### src/rtl/fft_mem_pkg.sv
// Shared FFT memory-side types: state encoding, CCI-P / MPF channel-1 header and response
// structures, and the helpers used to build write headers and classify responses.
package fft_mem_pkg;

  localparam int unsigned LEN_WIDTH_DEFAULT = 64;
  localparam int unsigned CCI_CLADDR_WIDTH  = 42;
  localparam int unsigned CCI_CLDATA_WIDTH  = 512;

  typedef logic [CCI_CLADDR_WIDTH-1:0] t_cci_clAddr;

  typedef enum logic [1:0] {IDLE, RUN, DRAIN} t_sm_state;

  typedef enum logic [1:0] {
    eVC_VA  = 2'd0,
    eVC_VL0 = 2'd1,
    eVC_VH0 = 2'd2,
    eVC_VH1 = 2'd3
  } t_ccip_vc;

  typedef enum logic [1:0] {
    eCL_LEN_1 = 2'b00,
    eCL_LEN_2 = 2'b01,
    eCL_LEN_4 = 2'b11
  } t_ccip_clLen;

  typedef enum logic [3:0] {
    eREQ_WRLINE_I = 4'h0,
    eREQ_WRLINE_M = 4'h1,
    eREQ_WRPUSH_I = 4'h2,
    eREQ_WRFENCE  = 4'h4,
    eREQ_INTR     = 4'h6
  } t_ccip_c1_req;

  typedef enum logic [3:0] {
    eRSP_WRLINE  = 4'h1,
    eRSP_WRFENCE = 4'h4,
    eRSP_INTR    = 4'h8
  } t_ccip_c1_rsp;

  typedef struct packed {
    t_ccip_vc     vc_used;
    logic         rsvd1;
    logic         hit_miss;
    logic         format;
    logic         rsvd0;
    logic [1:0]   cl_num;
    t_ccip_c1_rsp resp_type;
    logic [15:0]  mdata;
  } t_ccip_c1_RspMemHdr;

  typedef struct packed {
    t_ccip_c1_RspMemHdr hdr;
    logic               rspValid;
  } t_if_ccip_c1_Rx;

  typedef struct packed {
    logic        check_load_store_order;
    logic        addr_is_virtual;
    logic        map_va_to_phys_channel;
    t_ccip_vc    vc_sel;
    t_ccip_clLen cl_len;
    logic        sop;
  } t_cci_mpf_ReqMemHdrParams;

  typedef struct packed {
    logic         check_load_store_order;
    logic         addr_is_virtual;
    logic         map_va_to_phys_channel;
    t_ccip_vc     vc_sel;
    logic         sop;
    t_ccip_clLen  cl_len;
    t_ccip_c1_req req_type;
    t_cci_clAddr  address;
    logic [15:0]  mdata;
  } t_cci_mpf_c1_ReqMemHdr;

  localparam int unsigned CCI_MPF_C1TX_MEMHDR_WIDTH = $bits(t_cci_mpf_c1_ReqMemHdr);

  function automatic logic cci_c1Rx_isWriteRsp(input t_if_ccip_c1_Rx rx);
    return rx.rspValid && (rx.hdr.resp_type == eRSP_WRLINE);
  endfunction

  // Single-line virtual-address writes on the auto-selected channel.
  function automatic t_cci_mpf_ReqMemHdrParams wr_hdr_params_default();
    t_cci_mpf_ReqMemHdrParams p;
    p                 = '0;
    p.addr_is_virtual = 1'b1;
    p.vc_sel          = eVC_VA;
    p.cl_len          = eCL_LEN_1;
    p.sop             = 1'b1;
    return p;
  endfunction

  function automatic t_cci_mpf_c1_ReqMemHdr cci_mpf_c1_genReqHdr(
    input t_ccip_c1_req             req_type,
    input t_cci_clAddr              address,
    input logic [15:0]              mdata,
    input t_cci_mpf_ReqMemHdrParams params
  );
    t_cci_mpf_c1_ReqMemHdr h;
    h                        = '0;
    h.check_load_store_order = params.check_load_store_order;
    h.addr_is_virtual        = params.addr_is_virtual;
    h.map_va_to_phys_channel = params.map_va_to_phys_channel;
    h.vc_sel                 = params.vc_sel;
    h.sop                    = params.sop;
    h.cl_len                 = params.cl_len;
    h.req_type               = req_type;
    h.address                = address;
    h.mdata                  = mdata;
    return h;
  endfunction

endpackage

### src/rtl/wr_rsp_counter.sv
// Counts single-line write responses on channel 1 for the current job and flags when every
// line of the job has been acknowledged.
module wr_rsp_counter
  import fft_mem_pkg::*;
#(
  parameter int unsigned LEN_WIDTH = LEN_WIDTH_DEFAULT
) (
  input  logic                 clk,
  input  logic                 reset,
  input  logic                 start,
  input  logic                 enable,
  input  t_if_ccip_c1_Rx       c1Rx,
  input  logic [LEN_WIDTH-1:0] data_length,
  output logic [LEN_WIDTH-1:0] count,
  output logic                 all_acked
);

  always_ff @(posedge clk or posedge reset) begin
    if (reset) begin
      count <= '0;
    end else if (start) begin
      count <= '0;
    end else if (enable && cci_c1Rx_isWriteRsp(c1Rx)) begin
      count <= count + LEN_WIDTH'(1);
    end
  end

  assign all_acked = (count == data_length);

endmodule

### src/rtl/buffer_to_mpf_sm.sv
// Write-back stage: pops result lines from the show-ahead output buffer, issues one MPF
// WrLine per line at consecutive virtual line addresses, and holds done low until all ack.
module buffer_to_mpf_sm
  import fft_mem_pkg::*;
#(
  parameter int unsigned DATA_WIDTH = CCI_CLDATA_WIDTH,
  parameter int unsigned LEN_WIDTH  = LEN_WIDTH_DEFAULT
) (
  input  logic                                 clk,
  input  logic                                 reset,
  input  logic                                 run,
  input  logic [LEN_WIDTH-1:0]                 data_length,
  input  t_cci_clAddr                          first_clAddr,
  output logic                                 done,
  input  logic                                 c1TxAlmFull,
  output logic                                 c1TxValid,
  output logic [CCI_MPF_C1TX_MEMHDR_WIDTH-1:0] reqMemHdr,
  output logic [DATA_WIDTH-1:0]                reqData,
  input  t_if_ccip_c1_Rx                       c1Rx,
  input  logic [DATA_WIDTH-1:0]                buffer_data,
  input  logic                                 buffer_empty,
  output logic                                 buffer_rd_enable
);

  t_sm_state            state;
  logic [LEN_WIDTH-1:0] req_count;
  logic [LEN_WIDTH-1:0] rsp_count;
  logic                 start;
  logic                 wr_go;
  logic                 rsp_enable;
  logic                 all_acked;
  t_cci_clAddr          wr_addr;

  assign start      = (state == IDLE) && run;
  assign rsp_enable = (state == RUN) || (state == DRAIN);
  assign wr_go      = (state == RUN) && !buffer_empty && !c1TxAlmFull &&
                      (req_count < data_length);
  assign buffer_rd_enable = wr_go;

  // Line address wraps silently at the VA width.
  assign wr_addr = first_clAddr + t_cci_clAddr'(req_count);

  always_ff @(posedge clk or posedge reset) begin
    if (reset) begin
      state     <= IDLE;
      done      <= 1'b1;
      c1TxValid <= 1'b0;
      reqMemHdr <= '0;
      reqData   <= '0;
      req_count <= '0;
    end else begin
      c1TxValid <= wr_go;
      if (wr_go) begin
        reqData   <= buffer_data;
        reqMemHdr <= cci_mpf_c1_genReqHdr(eREQ_WRLINE_I, wr_addr, 16'h0,
                                          wr_hdr_params_default());
        req_count <= req_count + LEN_WIDTH'(1);
      end
      unique case (state)
        IDLE: begin
          if (run) begin
            state     <= RUN;
            done      <= 1'b0;
            req_count <= '0;
          end
        end
        RUN: begin
          if (req_count == data_length) begin
            state <= DRAIN;
          end
        end
        DRAIN: begin
          if (all_acked) begin
            state <= IDLE;
            done  <= 1'b1;
          end
        end
        default: begin
          state <= IDLE;
          done  <= 1'b1;
        end
      endcase
    end
  end

  wr_rsp_counter #(
    .LEN_WIDTH(LEN_WIDTH)
  ) u_wr_rsp_counter (
    .clk        (clk),
    .reset      (reset),
    .start      (start),
    .enable     (rsp_enable),
    .c1Rx       (c1Rx),
    .data_length(data_length),
    .count      (rsp_count),
    .all_acked  (all_acked)
  );

  // A response can never run ahead of the request it acknowledges.
  rsp_after_req_a : assert property (@(posedge clk) disable iff (reset)
    rsp_count <= req_count);

endmodule
### config.mk
export PLATFORM = sky130hd
export DESIGN_NAME = buffer_to_mpf_sm
export DESIGN_NICKNAME = d
export VERILOG_FILES = /design/src/rtl/fft_mem_pkg.sv /design/src/rtl/wr_rsp_counter.sv /design/src/rtl/buffer_to_mpf_sm.sv
export SDC_FILE = /design/constraint.sdc
export NUM_CORES = 1
export LEC_CHECK = 0
export ABC_CLOCK_PERIOD_IN_PS = 29900
export CAP_MARGIN = 40
export CORE_AREA = 10 10 475 477
export CTS_CLUSTER_SIZE = 16
export DETAILED_ROUTE_END_ITERATION = 12
export DIE_AREA = 0 0 485 487
export GPL_TIMING_DRIVEN = 0
export PLACE_DENSITY = 0.4
export SYNTH_ARGS = -nofsm -noshare
export SYNTH_HDL_FRONTEND = slang
export SYNTH_SLANG_ARGS = --single-unit
### constraint.sdc
create_clock -name clk -period 29.9 [get_ports clk]
set_input_delay 2.99 -clock clk [delete_from_list [all_inputs] [get_ports clk]]
set_output_delay 2.99 -clock clk [all_outputs]
set_load 0.01 [all_outputs]
## Yosys cells after proc, flatten, opt, wreduce, memory -nomap -nowiden

Cells that the tools add are included.

- Flip-flop bits (word level): 687
- Logic and storage cells: 45
- Output and inout bits: 585

- Magnitude comparators: 1
- Reductions and logical operators: 13
- Eq/ne operators: 8
- Muxes and demuxes: 12
- Add/subtract/negate cells: 3
- Bitwise logic cells: 1

Operators by type and width:

| operator | number |
|---|---|
| $mux W64 | 5 |
| $add A64 B1 Y64 const B | 2 |
| $eq A64 B64 Y1 | 2 |
| $lt A64 B64 Y1 | 1 |
| $add A42 B42 Y42 | 1 |
| $logic_and A1 B1 Y1 | 6 |
| $mux W2 | 3 |
| $pmux W2 S3 | 1 |
| $reduce_and A3 Y1 | 2 |
| $eq A4 B1 Y1 const B | 1 |
| $ne A2 B2 Y1 const B | 2 |
| $pmux W1 S3 | 1 |
| $eq A2 B1 Y1 const B | 1 |
| $eq A2 B2 Y1 const B | 1 |
| $logic_not A1 Y1 | 2 |
| $logic_not A2 Y1 | 1 |
| $mux W1 | 2 |
| $ne A2 B1 Y1 const B | 1 |
| $reduce_bool A2 Y1 | 1 |
| $logic_or A1 B1 Y1 | 1 |
| $not A1 Y1 | 1 |

## Longest topological paths before layout

- Depth in word-level cells: 7
- Gate-level depth with buffers: 14
- Depth with buffers taken out: 12

## Modules after synthesis

From an unflattened synthesis, not the netlist that was laid out.

- Cells, all modules: 3744
- Area, all modules: 32503.7 µm²

By module, submodules not included:

| module | area an instance (µm²) | cells each | times used |
|---|---|---|---|
| buffer_to_mpf_sm | 28165.8 | 3251 | 1 |
| wr_rsp_counter | 4337.9 | 493 | 1 |

## Least setup slack after synthesis

No wires, ideal clock.

- Path type: input-to-output
- From: input port data_length[7]
- To: output port buffer_rd_enable
- Path buffers: 2
- Path slack: 21.682 ns
- Stages on the path: 11
- Required time: 26.910 ns
- Data arrival time: 5.228 ns
- Path through: inv_1 > ha_1 > a21oi_1 > o21ai_0 > o2bb2ai_1 > or4_1 > a21oi_1 > nand2_1 > clkinv_1 > clkbuf_1 > buf_1

- Word-level cells in the longest chain between the ends: 2

RTL lines:

| element | RTL line | source |
|---|---|---|
| from (decl) | buffer_to_mpf_sm.sv:12 | `input logic [LEN_WIDTH-1:0] data_length,` |
| $lt A64 B64 Y1 | buffer_to_mpf_sm.sv:37 | `(req_count < data_length);` |
| $logic_and A1 B1 Y1 | buffer_to_mpf_sm.sv:36 | `assign wr_go = (state == RUN) && !buffer_empty && !c1TxAlmFull &&` |
| to (decl) | buffer_to_mpf_sm.sv:22 | `output logic buffer_rd_enable` |

Every way passes these cells.

## Worst setup path after layout

- From: input port data_length[29]
- To: output port buffer_rd_enable

Same word-level chain as after synthesis.

==> out/metrics.csv <==
stage,metric,value,unit
global_routing,antenna_found_initial,174,
cts,postCtsHoldBufs,0,
placed_design,place.gp.congestion,0.8661,
timing,hold_violations,0,
floorplan,die_y,487,µm
finish,drive_gt1_share,18.77,%
drt,routed-via-count,26970,
timing,worst_pin_slew,913.5,ps
drt,wl_per_cell,31.38,µm
cts,ctsResizeCount,0,
finish,layout_commonest_cell,clkdlybuf4s50_1,
synth,synth_seq_cells,687,
critical_path,crit_fanout,11,
synth,synthCells,2596,
hold_path,worstHoldStart,reqMemHdr[43],
cts,cts.sinks,687,
timing,max_freq,89.08,MHz
synth,ys_warn_count,0,
critical_path,worst_setup_path_start_kind,input port,
drt,drt_iter0_markers,1417,
finish,layout_common_cells,"clkdlybuf4s50_1, dfrtp_1, mux2_2",
global_routing,grt_pass1_vias,27790,
hold_path,hold_depth,2,
synth,syn_area,31700,µm²
finish,fin_util,23.48,%
power_and_ir_drop,powerDensity,95.00,nW/µm²
critical_path,critPathKind,in -> out,
floorplan,start_util,14.67,%
cts,clockBufferDepth,3,
drt,ant_nets,0,
global_routing,grt_first_pass_wirelength,278.6,mm
synth,ys_seq_area_share,54.24,%
drt,totalWireLength,216.1,mm
timing,setup_viol,0,
drt,drt-pass1-iter-count,5,
timing,min_period,11230,ps
job,cap_viol_max_count,0,
synth,async_flop_share,100.0,%
global_routing,grt_max_degree,108,
drt,via_per_inst,3.917,
cts,clock-root-buffer,clkbuf_16,
timing,slew-limit-headroom,39.10,%
critical_path,arrival,8240,ps
finish,fillers,23170,
hold_path,hp-class,reg -> reg,
synth,synth_edf_count,0,
timing,rsz0062_at_grt,no,
global_routing,grt_usage,17.56,%
floorplan,row_count,171,
power_and_ir_drop,irDropWorstVdd,0.00004905,V
floorplan,die_w,485,µm
placed_design,hpwl,187.7,mm
timing,fin_crit_sh,37.54,%
cts,htreeDepth,3,
outcome,status,"complete, no violations",
critical_path,rr_worst_depth,12,
floorplan,dieArea,236200,µm²
floorplan,core,216100,µm²
critical_path,crit_path_end_kind,output pin,
finish,syn2layout_area_growth,60.08,%
critical_path,r2r_setup_slack,24570,ps
synth,syn_area_per_cell,12.21,µm²
floorplan,ios,1237,
power_and_ir_drop,finalPower,4.821,mW
power_and_ir_drop,p_leak,20.68,nW
timing,maxSlewViolCount,0,
timing,skew,78.09,ps
synth,synth-main-ff-cell,dfrtp_1,
placed_design,port_buffers,1186,
synth,ys_types,69,
finish,nNetsFinal,4685,
cts,clkTransAtPathRegs,50,ps
cts,cts_buffers,91,
cts,post_cts_buffers,0,
global_routing,grt_overflow,0,
drt,drc,0,
critical_path,setup.worst_path.start,data_length[29],
cts,cts_tree,built,
critical_path,endpoint,buffer_rd_enable,
critical_path,r2r_start,state[1],
cts,clock_latency,770,ps
critical_path,crit_required,26910,ps
critical_path,timing.rr.end,reqData[312],
-- sequential cells by signal, summed over array words and instances, names as in the netlist --
signal                  count
state                       2
reqData                   512
reqMemHdr                  43
done                        1
c1TxValid                   1
req_count                  64
u_wr_rsp_counter.count     64
-- logic make-up (layout without fill, tap and decap cells) --
family / Yosys count / in the layout / share of synthesized area, %
flops: 687 / 687 / 54.24
simple gates: 570 / 570 / 9.066
mux: 521 / 521 / 18.49
compound gates: 298 / 298 / 5.514
buf+inv: 220 / 1590 / 3.063
xor+xnor: 186 / 186 / 5.139
fa+ha+maj: 113 / 113 / 4.484
other cells: 1 / 67 / 0.01183
-- worst max-delay path, stage by stage --
cell             delay [ps]
clkdlybuf4s50_1         640
inv_1                    90
ha_1                    310
and4_1                  190
a221oi_1                390
nor3b_1                 100
o31ai_1                 650
nand2_1                 600
clkinv_1                300
clkbuf_2                520
buf_2                   650
clkdlybuf4s50_1         710
-- metal layers --
layer  routed length [µm]  track usage (%)  vias to the layer above
met1                69320            16.53                    13450
met5                  905                0                        -
met3                25740            9.547                      369
met2               113100            32.52                     1139
met4                 6991            5.302                      140
li1                     -                -                    11870
-- power breakdown --
| part | internal [mW] | switching [mW] | total (mW) |
|---|---|---|---|
| Combinational | 1.04 | 1.10 | 2.13 |
| Sequential | 1.31 | 0.225 | 1.54 |
| Clock | 0.656 | 0.492 | 1.15 |
| Total | 3.01 | 1.81 | 4.82 |
-- stage by stage --
stage / cell area [µm²] / cells / hold WS, ps / setup slack (ps) / TNS, ps
finish: 50750 / 6886 / 484.1 / 18670 / 0
global route: 50670 / 6855 / 513.8 / 18240 / 0
CTS: 50640 / 6845 / 488.8 / 18290 / 0
detailed placement: 47570 / 6681 / 474.8 / 18300 / 0
global placement: 47240 / 6661 / 469.6 / -5001 / -3295100
floorplan: 31790 / 2621 / 489.1 / 7650 / 0
-- worst min path at each step --
stage | endpoint | slack [ps]
finish | reqMemHdr[43] | 480
global route | reqMemHdr[47] | 510
CTS | reqMemHdr[44] | 490
detailed placement | reqMemHdr[44] | 470
global placement | reqMemHdr[47] | 470
floorplan | done | 490
-- cells in the mapped netlist (all sizes together), types with 7 or more instances --
master	count	area, µm²
dfrtp	686	17170
mux2	516	5811
nand2	146	548.0
nor2	136	513.0
a21oi	112	560.5
ha	112	1401
xor2	98	858.3
o21ai	97	485.5
inv	95	356.6
xnor2	88	770.7
nand3	65	330.3
buf	64	385.4
clkbuf	60	225.2
nand4	54	352.8
nor4	37	231.5
or3	30	192.7
and3	22	137.6
nor3	20	105.1
and4	19	171.4
a21o	15	112.6
and2	10	62.56
nand2b	8	50.05
o211ai	8	60.06
o21a	8	60.06
o31ai	8	60.06
or4	7	60.06
-- cell type report --
type | count | area [µm²] | area share (%)
repair buffers | 1206 | 12180 | 24.01
multi-input cells | 1714 | 13640 | 26.88
inverters | 96 | 367.9 | 0.7249
plain buffers | 124 | 615.6 | 1.213
flip-flops and latches | 687 | 17190 | 33.88
clock buffers | 135 | 2663 | 5.247
well taps | 2854 | 3571 | 7.037
diodes | 41 | 102.6 | 0.2022
clock inverters | 29 | 412.9 | 0.8136
(Power assumes the default switching activity.)
